[src/rtl/can_rx_frame_fifo_if.sv]
// Host/filter side bundle of the CAN receive frame FIFO.
// master drives frames and host commands; slave is the FIFO.
interface can_rx_frame_fifo_if;
    logic       reset_mode;
    logic       frame_start;
    logic       wr_en;
    logic [7:0] wr_data;
    logic       frame_commit;
    logic       frame_abort;
    logic [3:0] rd_offset;
    logic [7:0] rd_data;
    logic       release_buffer;
    logic       overrun_clear;
    logic [6:0] frame_count;
    logic       frame_pending;
    logic       data_overrun;
    logic [6:0] bytes_used;

    modport master (
        output reset_mode, frame_start, wr_en, wr_data,
        output frame_commit, frame_abort, rd_offset,
        output release_buffer, overrun_clear,
        input  rd_data, frame_count, frame_pending,
        input  data_overrun, bytes_used
    );

    modport slave (
        input  reset_mode, frame_start, wr_en, wr_data,
        input  frame_commit, frame_abort, rd_offset,
        input  release_buffer, overrun_clear,
        output rd_data, frame_count, frame_pending,
        output data_overrun, bytes_used
    );
endinterface

[src/rtl/can_rx_frame_fifo.sv]
// CAN receive FIFO: byte ring buffer plus per-frame length queue.
// Frames become visible only on commit; aborted frames leave no trace.
module can_rx_frame_fifo #(
    parameter int DEPTH_LOG2 = 6,
    parameter int MAX_FRAMES = 64,
    parameter int MAX_LEN    = 13
) (
    input  logic                 clk,
    input  logic                 rst,
    can_rx_frame_fifo_if.slave   bus
);
    localparam int DEPTH = 1 << DEPTH_LOG2;
    localparam int QW    = $clog2(MAX_FRAMES);
    localparam int LW    = $clog2(MAX_LEN + 1);
    localparam int AW    = DEPTH_LOG2;

    logic [7:0]    mem  [DEPTH];
    logic [LW-1:0] lenq [MAX_FRAMES];

    logic [AW-1:0] wr_ptr, rd_ptr, tmp_ptr;
    logic [QW-1:0] q_wr, q_rd;
    logic [6:0]    len_tmp, cnt_q, used_q;
    logic          frame_bad, bad_space, ovr_q;

    logic [AW-1:0] st_ptr, ptr_now;
    logic [6:0]    st_len, len_now;
    logic          st_bad, st_space;
    logic [7:0]    fill;
    logic          full_hit, long_hit, do_wr;
    logic          bad_now, space_now;
    logic          commit, push, pop, ovr_set;
    logic [LW-1:0] head_len;

    // frame_start in the same cycle as a byte opens the frame first
    always_comb begin
        st_ptr   = bus.frame_start ? wr_ptr : tmp_ptr;
        st_len   = bus.frame_start ? 7'd0   : len_tmp;
        st_bad   = bus.frame_start ? 1'b0   : frame_bad;
        st_space = bus.frame_start ? 1'b0   : bad_space;
    end

    always_comb begin
        fill      = {1'b0, used_q} + {1'b0, st_len};
        full_hit  = (fill == 8'(DEPTH));
        long_hit  = (st_len == 7'(MAX_LEN));
        do_wr     = bus.wr_en && !st_bad && !full_hit && !long_hit;
        bad_now   = st_bad || (bus.wr_en && (full_hit || long_hit));
        space_now = st_space || (bus.wr_en && !st_bad && full_hit);
        len_now   = st_len + 7'(do_wr);
        ptr_now   = st_ptr + AW'(do_wr);
    end

    // Space check uses pre-release occupancy and count
    always_comb begin
        head_len = lenq[q_rd];
        commit   = bus.frame_commit && !bus.frame_abort;
        push     = commit && !bad_now && (len_now != 7'd0)
                   && (cnt_q < 7'(MAX_FRAMES));
        ovr_set  = commit && (space_now
                   || (!bad_now && (len_now != 7'd0)
                       && (cnt_q >= 7'(MAX_FRAMES))));
        pop      = bus.release_buffer && (cnt_q != 7'd0);
    end

    always_ff @(posedge clk) begin
        if (do_wr && !bus.reset_mode)
            mem[st_ptr] <= bus.wr_data;
        if (push && !bus.reset_mode)
            lenq[q_wr] <= LW'(len_now);
    end

    always_ff @(posedge clk or posedge rst) begin
        if (rst) begin
            wr_ptr    <= '0;
            rd_ptr    <= '0;
            tmp_ptr   <= '0;
            q_wr      <= '0;
            q_rd      <= '0;
            len_tmp   <= '0;
            cnt_q     <= '0;
            used_q    <= '0;
            frame_bad <= 1'b0;
            bad_space <= 1'b0;
            ovr_q     <= 1'b0;
        end else if (bus.reset_mode) begin
            wr_ptr    <= '0;
            rd_ptr    <= '0;
            tmp_ptr   <= '0;
            q_wr      <= '0;
            q_rd      <= '0;
            len_tmp   <= '0;
            cnt_q     <= '0;
            used_q    <= '0;
            frame_bad <= 1'b0;
            bad_space <= 1'b0;
            ovr_q     <= 1'b0;
        end else begin
            if (bus.frame_commit || bus.frame_abort) begin
                tmp_ptr   <= push ? ptr_now : wr_ptr;
                len_tmp   <= '0;
                frame_bad <= 1'b0;
                bad_space <= 1'b0;
            end else begin
                tmp_ptr   <= ptr_now;
                len_tmp   <= len_now;
                frame_bad <= bad_now;
                bad_space <= space_now;
            end
            if (push) begin
                wr_ptr <= ptr_now;
                q_wr   <= q_wr + 1'b1;
            end
            if (pop) begin
                rd_ptr <= rd_ptr + AW'(head_len);
                q_rd   <= q_rd + 1'b1;
            end
            cnt_q  <= cnt_q + 7'(push) - 7'(pop);
            used_q <= used_q + (push ? len_now : 7'd0)
                      - (pop ? 7'(head_len) : 7'd0);
            if (ovr_set)
                ovr_q <= 1'b1;
            else if (bus.overrun_clear)
                ovr_q <= 1'b0;
        end
    end

    assign bus.rd_data       = mem[rd_ptr + AW'(bus.rd_offset)];
    assign bus.frame_count   = cnt_q;
    assign bus.frame_pending = (cnt_q != 7'd0);
    assign bus.data_overrun  = ovr_q;
    assign bus.bytes_used    = used_q;
endmodule

[src/flat_wrapper.sv]
// flat-port wrapper written by rule: the top's interface ports become plain ports
module can_rx_frame_fifo_flat 
#(
    parameter int DEPTH_LOG2 = 6,
    parameter int MAX_FRAMES = 64,
    parameter int MAX_LEN    = 13
)
  (clk, rst, bus_reset_mode, bus_frame_start, bus_wr_en, bus_wr_data, bus_frame_commit, bus_frame_abort, bus_rd_offset, bus_release_buffer, bus_overrun_clear, bus_rd_data, bus_frame_count, bus_frame_pending, bus_data_overrun, bus_bytes_used);
  can_rx_frame_fifo_if bus_i ();
  input  logic clk;
  input  logic rst;
  input wire logic [$bits(bus_i.reset_mode)-1:0] bus_reset_mode;
  input wire logic [$bits(bus_i.frame_start)-1:0] bus_frame_start;
  input wire logic [$bits(bus_i.wr_en)-1:0] bus_wr_en;
  input wire logic [$bits(bus_i.wr_data)-1:0] bus_wr_data;
  input wire logic [$bits(bus_i.frame_commit)-1:0] bus_frame_commit;
  input wire logic [$bits(bus_i.frame_abort)-1:0] bus_frame_abort;
  input wire logic [$bits(bus_i.rd_offset)-1:0] bus_rd_offset;
  input wire logic [$bits(bus_i.release_buffer)-1:0] bus_release_buffer;
  input wire logic [$bits(bus_i.overrun_clear)-1:0] bus_overrun_clear;
  output wire logic [$bits(bus_i.rd_data)-1:0] bus_rd_data;
  output wire logic [$bits(bus_i.frame_count)-1:0] bus_frame_count;
  output wire logic [$bits(bus_i.frame_pending)-1:0] bus_frame_pending;
  output wire logic [$bits(bus_i.data_overrun)-1:0] bus_data_overrun;
  output wire logic [$bits(bus_i.bytes_used)-1:0] bus_bytes_used;
  assign bus_i.reset_mode = bus_reset_mode;
  assign bus_i.frame_start = bus_frame_start;
  assign bus_i.wr_en = bus_wr_en;
  assign bus_i.wr_data = bus_wr_data;
  assign bus_i.frame_commit = bus_frame_commit;
  assign bus_i.frame_abort = bus_frame_abort;
  assign bus_i.rd_offset = bus_rd_offset;
  assign bus_i.release_buffer = bus_release_buffer;
  assign bus_i.overrun_clear = bus_overrun_clear;
  assign bus_rd_data = bus_i.rd_data;
  assign bus_frame_count = bus_i.frame_count;
  assign bus_frame_pending = bus_i.frame_pending;
  assign bus_data_overrun = bus_i.data_overrun;
  assign bus_bytes_used = bus_i.bytes_used;
  can_rx_frame_fifo #(.DEPTH_LOG2(DEPTH_LOG2), .MAX_FRAMES(MAX_FRAMES), .MAX_LEN(MAX_LEN)) u_core (.clk(clk), .rst(rst), .bus(bus_i));
endmodule
[config.mk]
export PLATFORM = sky130hd
export DESIGN_NAME = can_rx_frame_fifo_flat
export DESIGN_NICKNAME = d
export VERILOG_FILES = /design/src/rtl/can_rx_frame_fifo_if.sv /design/src/rtl/can_rx_frame_fifo.sv /design/src/flat_wrapper.sv
export SDC_FILE = /design/constraint.sdc
export NUM_CORES = 1
export LEC_CHECK = 0
export CORE_MARGIN = 1
export CORE_UTILIZATION = 53
export CTS_BUF_LIST = sky130_fd_sc_hd__clkbuf_16
export DETAILED_ROUTE_END_ITERATION = 8
export PLACE_DENSITY = 0.8
export SYNTH_ARGS = -nofsm -noshare
export SYNTH_HDL_FRONTEND = slang
export SYNTH_SLANG_ARGS = --single-unit
[constraint.sdc]
create_clock -name clk -period 10.6 [get_ports clk]
set_clock_uncertainty 0.15 [all_clocks]
set_input_delay 1.06 -clock clk [delete_from_list [all_inputs] [get_ports clk]]
set_output_delay 1.06 -clock clk [all_outputs]
set_load 0.005 [all_outputs]
==> out/results.ini, run 1 <==
[sta]
period_share_pct=77.9
slew_viol_final=0
finalHoldViolations=0
tightest_slew_ns=1.28
setup_viol=0
timing.setup.tns_ns=0
max_freq_mhz=121
period_minus_slack_ns=8.26
rsz0062_at_grt=false
slew_headroom_pct=14.8

[min_path]
min_path_type=flip-flop to flip-flop

[die]
core.rowCount=92
start_util_pct=53.8
die_w_um=255
dieArea_mm2=0.0652
die_h_um=255
ioPinCount=45
core_mm2=0.0632

[cells_and_area]
synthToLayoutAreaGrowth_pct=11.8
layout.cell_area.non_filler_mm2=0.0380
drive_gt1_share_pct=21.6
fillCellCount=4197
nNetsFinal=1878
antenna_cells=0

[clocking]
cts.htree.levels=3
cts_hold_buf=0
cts_tree=yes
cts_made_buffers=82
clk_latency_ns=0.64
cts.sinks=822
clk_path_buf_depth=3
cts-root-buf=clkbuf_16
post_cts_resize_count=0
postCtsSetupBuffers=0
clkSlewWorstSetupHoldPaths_ns=0.07

[worst_setup_path]
slowest_stage=ha_2
critPathMaxFanout=67
crit_required_ns=10.93
worstSetupPathType=input pin to flip-flop
worst_setup_path_end_kind=flip-flop
arrival_ns=8.59
critPathMostFrequentCell=a21oi_1
crit_family=adder cells
worst-path-buf-inv=3
crit_path_max_incr_delay_ns=0.97
cp-start-kind=input pin

[power]
finalPower_mw=8.97
p_leak_nw=12.1
pwr_density_cell_mw_per_mm2=236
peakVddDrop_mv=0.183

[yosys]
synth_seq_area_share_pct=71.8
synth_edf_count=768
synthFlopType=edfxtp_1
synth.cell_area_mm2=0.0340
yosys_warnings=0
synthCells=1761
synth_fp_nets=1826
syn_area_per_cell_um2=19.3
ys_seq_elements=822
ys_async_sr_fraction_pct=6.57
ys_types=65

[global_routing]
grtUsageTotal_pct=23.7
grt_pass1_wl_um=115000
grt-ovfl-total=0
grt_max_degree=68
grt_pass1_vias=17900
grt_antenna_before_repair=0

[detailed_routing]
post-route-drc-count=0
drt_first_pass_iters=6
drt-wirelength-per-cell_um=27.9
routed_wl_um=75900
drtIter0Drc=1853
viasPerCell=6.37
dr_total_vias=17400
ant_nets=0

[placed_design]
dp_hpwl_um=43900
port_buffers=44
placed_area_mm2=0.0353
gp_congestion=0.836

[outcome]
status=complete, no violations

[flow_run]
max_cap_viol_count=0

-- metrics by stage --
stage	util, %	worst slack (ns)	hold WS, ns	cells
3_5_place_dp	55.8	1.80	0.400	2575
2_1_floorplan	-	2.67	0.358	1761
6_report	60.2	2.34	0.408	2726
5_1_grt	60.2	1.90	0.444	2726
3_3_place_gp	55.8	2.18	0.386	2575
4_1_cts	60.2	2.47	0.410	2726
-- registers in the layout, indices dropped and copies added, names as in the netlist, 7 cells and up --
name,flops
u_core.lenq,256
u_core.bus.frame_count,7
u_core.bus.bytes_used,7
u_core.mem,512
u_core.len_tmp,7
-- cell usage after synthesis, types with 28 or more instances --
| library cell | count | share of area (%) |
|---|---|---|
| edfxtp_1 | 768 | 68 |
| nor2b_1 | 29 | 0.53 |
| nand2_1 | 36 | 0.40 |
| mux2i_1 | 35 | 1.0 |
| inv_1 | 34 | 0.38 |
| a21oi_1 | 34 | 0.50 |
| ha_1 | 37 | 1.4 |
| nor2_1 | 173 | 1.9 |
| dfrtp_1 | 54 | 4.0 |
| mux4_2 | 231 | 15 |
| clkbuf_1 | 52 | 0.57 |
| buf_2 | 28 | 0.41 |
-- final cells by class --
class                           instances  area, µm²  share of cell area [%]
Inverter                               37        141                   0.372
Clock buffer                           83       2080                    5.46
Clock inverter                         68        694                    1.83
Timing Repair Buffer                   60        528                    1.39
Multi-Input combinational cell        810       9110                    24.0
Sequential cell                       822      24400                    64.2
Tap cell                              846       1060                    2.78
-- placed cells by master, fill, tap and decap left out, types with 3 or more instances in the layout --
| cell type | netlist | layout |
|---|---|---|
| buf_4 | 3 | 15 |
| a211oi_1 | 11 | 11 |
| clkinv_2 | 0 | 8 |
| inv_1 | 34 | 46 |
| or4_1 | 4 | 4 |
| dfrtp_1 | 54 | 52 |
| clkdlybuf4s50_1 | 0 | 35 |
| or3_1 | 9 | 9 |
| o211ai_1 | 4 | 4 |
| nor2b_1 | 29 | 29 |
| xnor2_1 | 23 | 20 |
| buf_2 | 28 | 9 |
| clkinv_1 | 1 | 20 |
| ha_1 | 37 | 35 |
| nor2_1 | 173 | 171 |
| edfxtp_1 | 768 | 768 |
| and2_1 | 11 | 11 |
| o221ai_1 | 9 | 9 |
| mux2_1 | 9 | 9 |
| nand3_1 | 26 | 26 |
| bufinv_16 | 0 | 11 |
| nand4_1 | 7 | 7 |
| nand2_1 | 36 | 36 |
| nand2b_1 | 22 | 22 |
| mux4_2 | 231 | 231 |
| o22ai_1 | 5 | 5 |
| nor4_1 | 3 | 3 |
| xnor2_2 | 0 | 3 |
| and3_1 | 4 | 4 |
| o21bai_1 | 4 | 4 |
| clkbuf_16 | 0 | 83 |
| mux2i_1 | 35 | 35 |
| a21oi_1 | 34 | 34 |
| mux2_2 | 7 | 7 |
| xor2_1 | 14 | 13 |
| clkinvlp_4 | 0 | 8 |
| nor3_1 | 14 | 14 |
| fa_1 | 7 | 6 |
| a21o_1 | 9 | 9 |
| inv_16 | 0 | 3 |
-- worst min-delay path, stage by stage, from the launching register on --
cell and delay [ns]:
dfrtp_1 0.36, nand2b_1 0.09, a21oi_1 0.07
-- routing by layer --
layer  part of all wire (%)  track usage [%]  vias up
met2                     51             39.4      942
met1                     38             32.3     9110
met4                    2.9             7.45        0
li1                       -                -     7186
met3                    8.2             4.06      134
met5                      0                0        -
-- cells by family after synthesis --
family	count (synthesis)	share of synthesized area, %
buffers and inverters	129	1.70
DFF	822	71.8
and+or+nand+nor	351	4.87
muxes	283	16.9
AOI/OAI and AO/OA	95	2.02
xor gates and xnor gates	37	0.952
adders and majority gates	44	1.77
-- where the power goes --
| group | internal [mW] | leakage, nW | switching [mW] |
|---|---|---|---|
| clock | 1.71 | 1.38 | 1.26 |
| combinational | 1.15 | 3.13 | 1.17 |
| sequential | 3.60 | 7.54 | 0.0756 |
| total | 6.46 | 12.1 | 2.51 |
-- path summary, 6_finish.rpt --
path                                        start                        to  slack (ns)  cells past startpoint
min in group asynchronous                     rst            u_core.q_rd[4]        0.90                      3
worst min-delay path             u_core.bad_space          u_core.bad_space        0.41                      2
worst min register to register   u_core.bad_space          u_core.bad_space        0.41                      2
max in group asynchronous                     rst            u_core.q_rd[0]        8.86                      3
worst max register to register  u_core.len_tmp[1]  u_core.bus.bytes_used[6]        3.05                     25
worst max-delay path              bus_frame_start  u_core.bus.bytes_used[6]        2.34                     26
Note: power is estimated with default switching activity, not from simulation.
==> inputs of run 2 (changes only) <==
==> constraint.sdc (replaced) <==
create_clock -name clk -period 7.75 [get_ports clk]
set_clock_uncertainty 0.15 [all_clocks]
set_input_delay 0.775 -clock clk [delete_from_list [all_inputs] [get_ports clk]]
set_output_delay 0.775 -clock clk [all_outputs]
set_load 0.005 [all_outputs]
==> out/results.ini, run 2 (synthesis results as in run 1) <==
[sta]
tightest_slew_ns=1.24  ; was 1.28 ns
period_minus_slack_ns=6.66
slew_headroom_pct=17.2  ; was 14.8%
period_share_pct=86.0
setup_viol=0  ; unchanged
finalHoldViolations=0  ; unchanged
setup_slack_ns=1.09  ; was 2.34 ns
max_freq_mhz=150
timing.setup.tns_ns=0  ; unchanged
rsz0062_at_grt=false  ; unchanged
slew_viol_final=0  ; unchanged

[cells_and_area]
layout.core_utilization_pct=59.9  ; was 60.2%
layout.cell_area.non_filler_mm2=0.0379  ; was 0.0380 mm²
final_cell_mix=edfxtp_1 (768), mux4_2 (231), nor2_1 (171)  ; unchanged
nNetsFinal=1882  ; was 1878
largestRegisters=u_core.mem (512), u_core.lenq (256)  ; unchanged
antenna_cells=0  ; unchanged
synthToLayoutAreaGrowth_pct=11.2  ; was 11.8%
layout_commonest_cell=edfxtp_1  ; unchanged
drive_gt1_share_pct=21.2  ; was 21.6%
largest_reg_flops=512  ; unchanged
top_register=u_core.mem  ; unchanged

[placed_design]
post-place-ws_ns=0.520  ; was 1.80 ns
placed_area_mm2=0.0353  ; about the same
dp_hpwl_um=43800  ; was 43900 µm
port_buffers=44  ; unchanged
gp_congestion=0.841  ; was 0.836

[outcome]
status=complete, no violations  ; unchanged

[clocking]
cts_tree=yes  ; unchanged
cts.sinks=822  ; unchanged
clk_latency_ns=0.63  ; was 0.64 ns
clk_path_buf_depth=3  ; unchanged
cts-root-buf=clkbuf_16  ; unchanged
post_cts_resize_count=0  ; unchanged
cts_hold_buf=0  ; unchanged
postCtsSetupBuffers=0  ; unchanged
cts.htree.levels=3  ; unchanged
clkSlewWorstSetupHoldPaths_ns=0.06  ; was 0.07 ns
cts_made_buffers=81  ; was 82

[global_routing]
grt_pass1_vias=17500  ; was 17.9k
grt-ovfl-total=0  ; unchanged
grt_max_degree=67  ; was 68
grtUsageTotal_pct=22.7  ; was 23.7%
grt_antenna_before_repair=0  ; unchanged
grt_pass1_wl_um=111000  ; was 115000 µm

[die]
start_util_pct=53.8  ; unchanged
core.rowCount=92  ; unchanged
core_mm2=0.0632  ; unchanged
ioPinCount=45  ; unchanged
die_h_um=255  ; unchanged
die_w_um=255  ; unchanged
dieArea_mm2=0.0652  ; unchanged

[detailed_routing]
ant_nets=0  ; unchanged
viasPerCell=6.35  ; was 6.37
drt-wirelength-per-cell_um=26.8  ; was 27.9 µm
drtIter0Drc=1959  ; was 1853
dr_total_vias=17300  ; was 17.4k
routed_wl_um=73100  ; was 75900 µm
post-route-drc-count=0  ; unchanged
drt_first_pass_iters=5  ; was 6

[worst_setup_path]
cp-start-kind=input pin  ; unchanged
worst_setup_path_end_kind=flip-flop  ; unchanged
arrival_ns=6.98  ; was 8.59 ns
critPathMaxFanout=10  ; was 67
crit_required_ns=8.07  ; was 10.93 ns
slowest_stage=fa_1  ; was ha_2
crit_path_max_incr_delay_ns=0.51  ; was 0.97 ns
worstSetupPathType=input pin to flip-flop  ; unchanged

[power]
finalPower_mw=12.0  ; was 8.97 mW
peakVddDrop_mv=0.231  ; was 0.183 mV
p_leak_nw=12.0  ; was 12.1 nW
pwr_density_cell_mw_per_mm2=316  ; was 236 mW/mm²

[flow_run]
max_cap_viol_count=0  ; unchanged

[min_path]
min_path_type=flip-flop to flip-flop  ; unchanged

## run 2: cell count changes in the layout (fill, tap and decap cells not counted), moves of 2 or more
cell	change
bufinv_16	-5
buf_12	+2
buf_4	+3
inv_1	+9
clkinv_1	-2
clkinvlp_4	-7
clkinv_2	+3
inv_16	-3
## run 2: routing by layer
layer | track usage, % | part of all wire [%]
met5 | 0 | 0
met4 | 8.40 | 3.4
met3 | 4.22 | 8.4
met2 | 36.9 | 50
met1 | 31.0 | 38
## run 2: stage by stage
step,hold slack [ns],cells
CTS,0.424,2725
detailed placement,0.410,2580
global placement,0.411,2580
finish,0.431,2725
global route,0.449,2725
floorplan,0.358,1761
## run 2: final timing paths
kind / from / end / slack, ns / cells past startpoint
max reg2reg: u_core.len_tmp[1] / u_core.bus.bytes_used[6] / 1.14 / 27
min reg2reg: u_core.wr_ptr[1] / u_core.wr_ptr[1] / 0.43 / 2
max: bus_frame_start / u_core.bus.bytes_used[6] / 1.09 / 28
min in group asynchronous: rst / u_core.tmp_ptr[5] / 0.54 / 3
max in group asynchronous: rst / u_core.q_rd[0] / 6.35 / 3
min: u_core.wr_ptr[1] / u_core.wr_ptr[1] / 0.43 / 2
## run 2: cell type report
type / instances / area (µm²)
multi-input combinational: 810 / 9110
fill: 4275 / 25300
tap: 846 / 1060
inverter: 37 / 141
clock buffer: 82 / 2050
sequential: 822 / 24400
timing repair buffer: 65 / 591
clock inverter: 63 / 478
## run 2: where the power goes
group	total [mW]	internal [mW]	switching [mW]
Combinational	3.11	1.59	1.52
Sequential	5.08	4.92	0.161
Clock	3.76	2.12	1.63
Total	12.0	8.64	3.32
## run 2: critical path: cells and delay by family
family	cells	cell delay (ns)
AND/OR/NAND/NOR	11	1.81
adder cells (fa/ha/maj)	5	1.72
AO/OA/AOI/OAI	6	1.07
buffers and inverters	3	0.81
XOR/XNOR	2	0.49
multiplexers	1	0.29
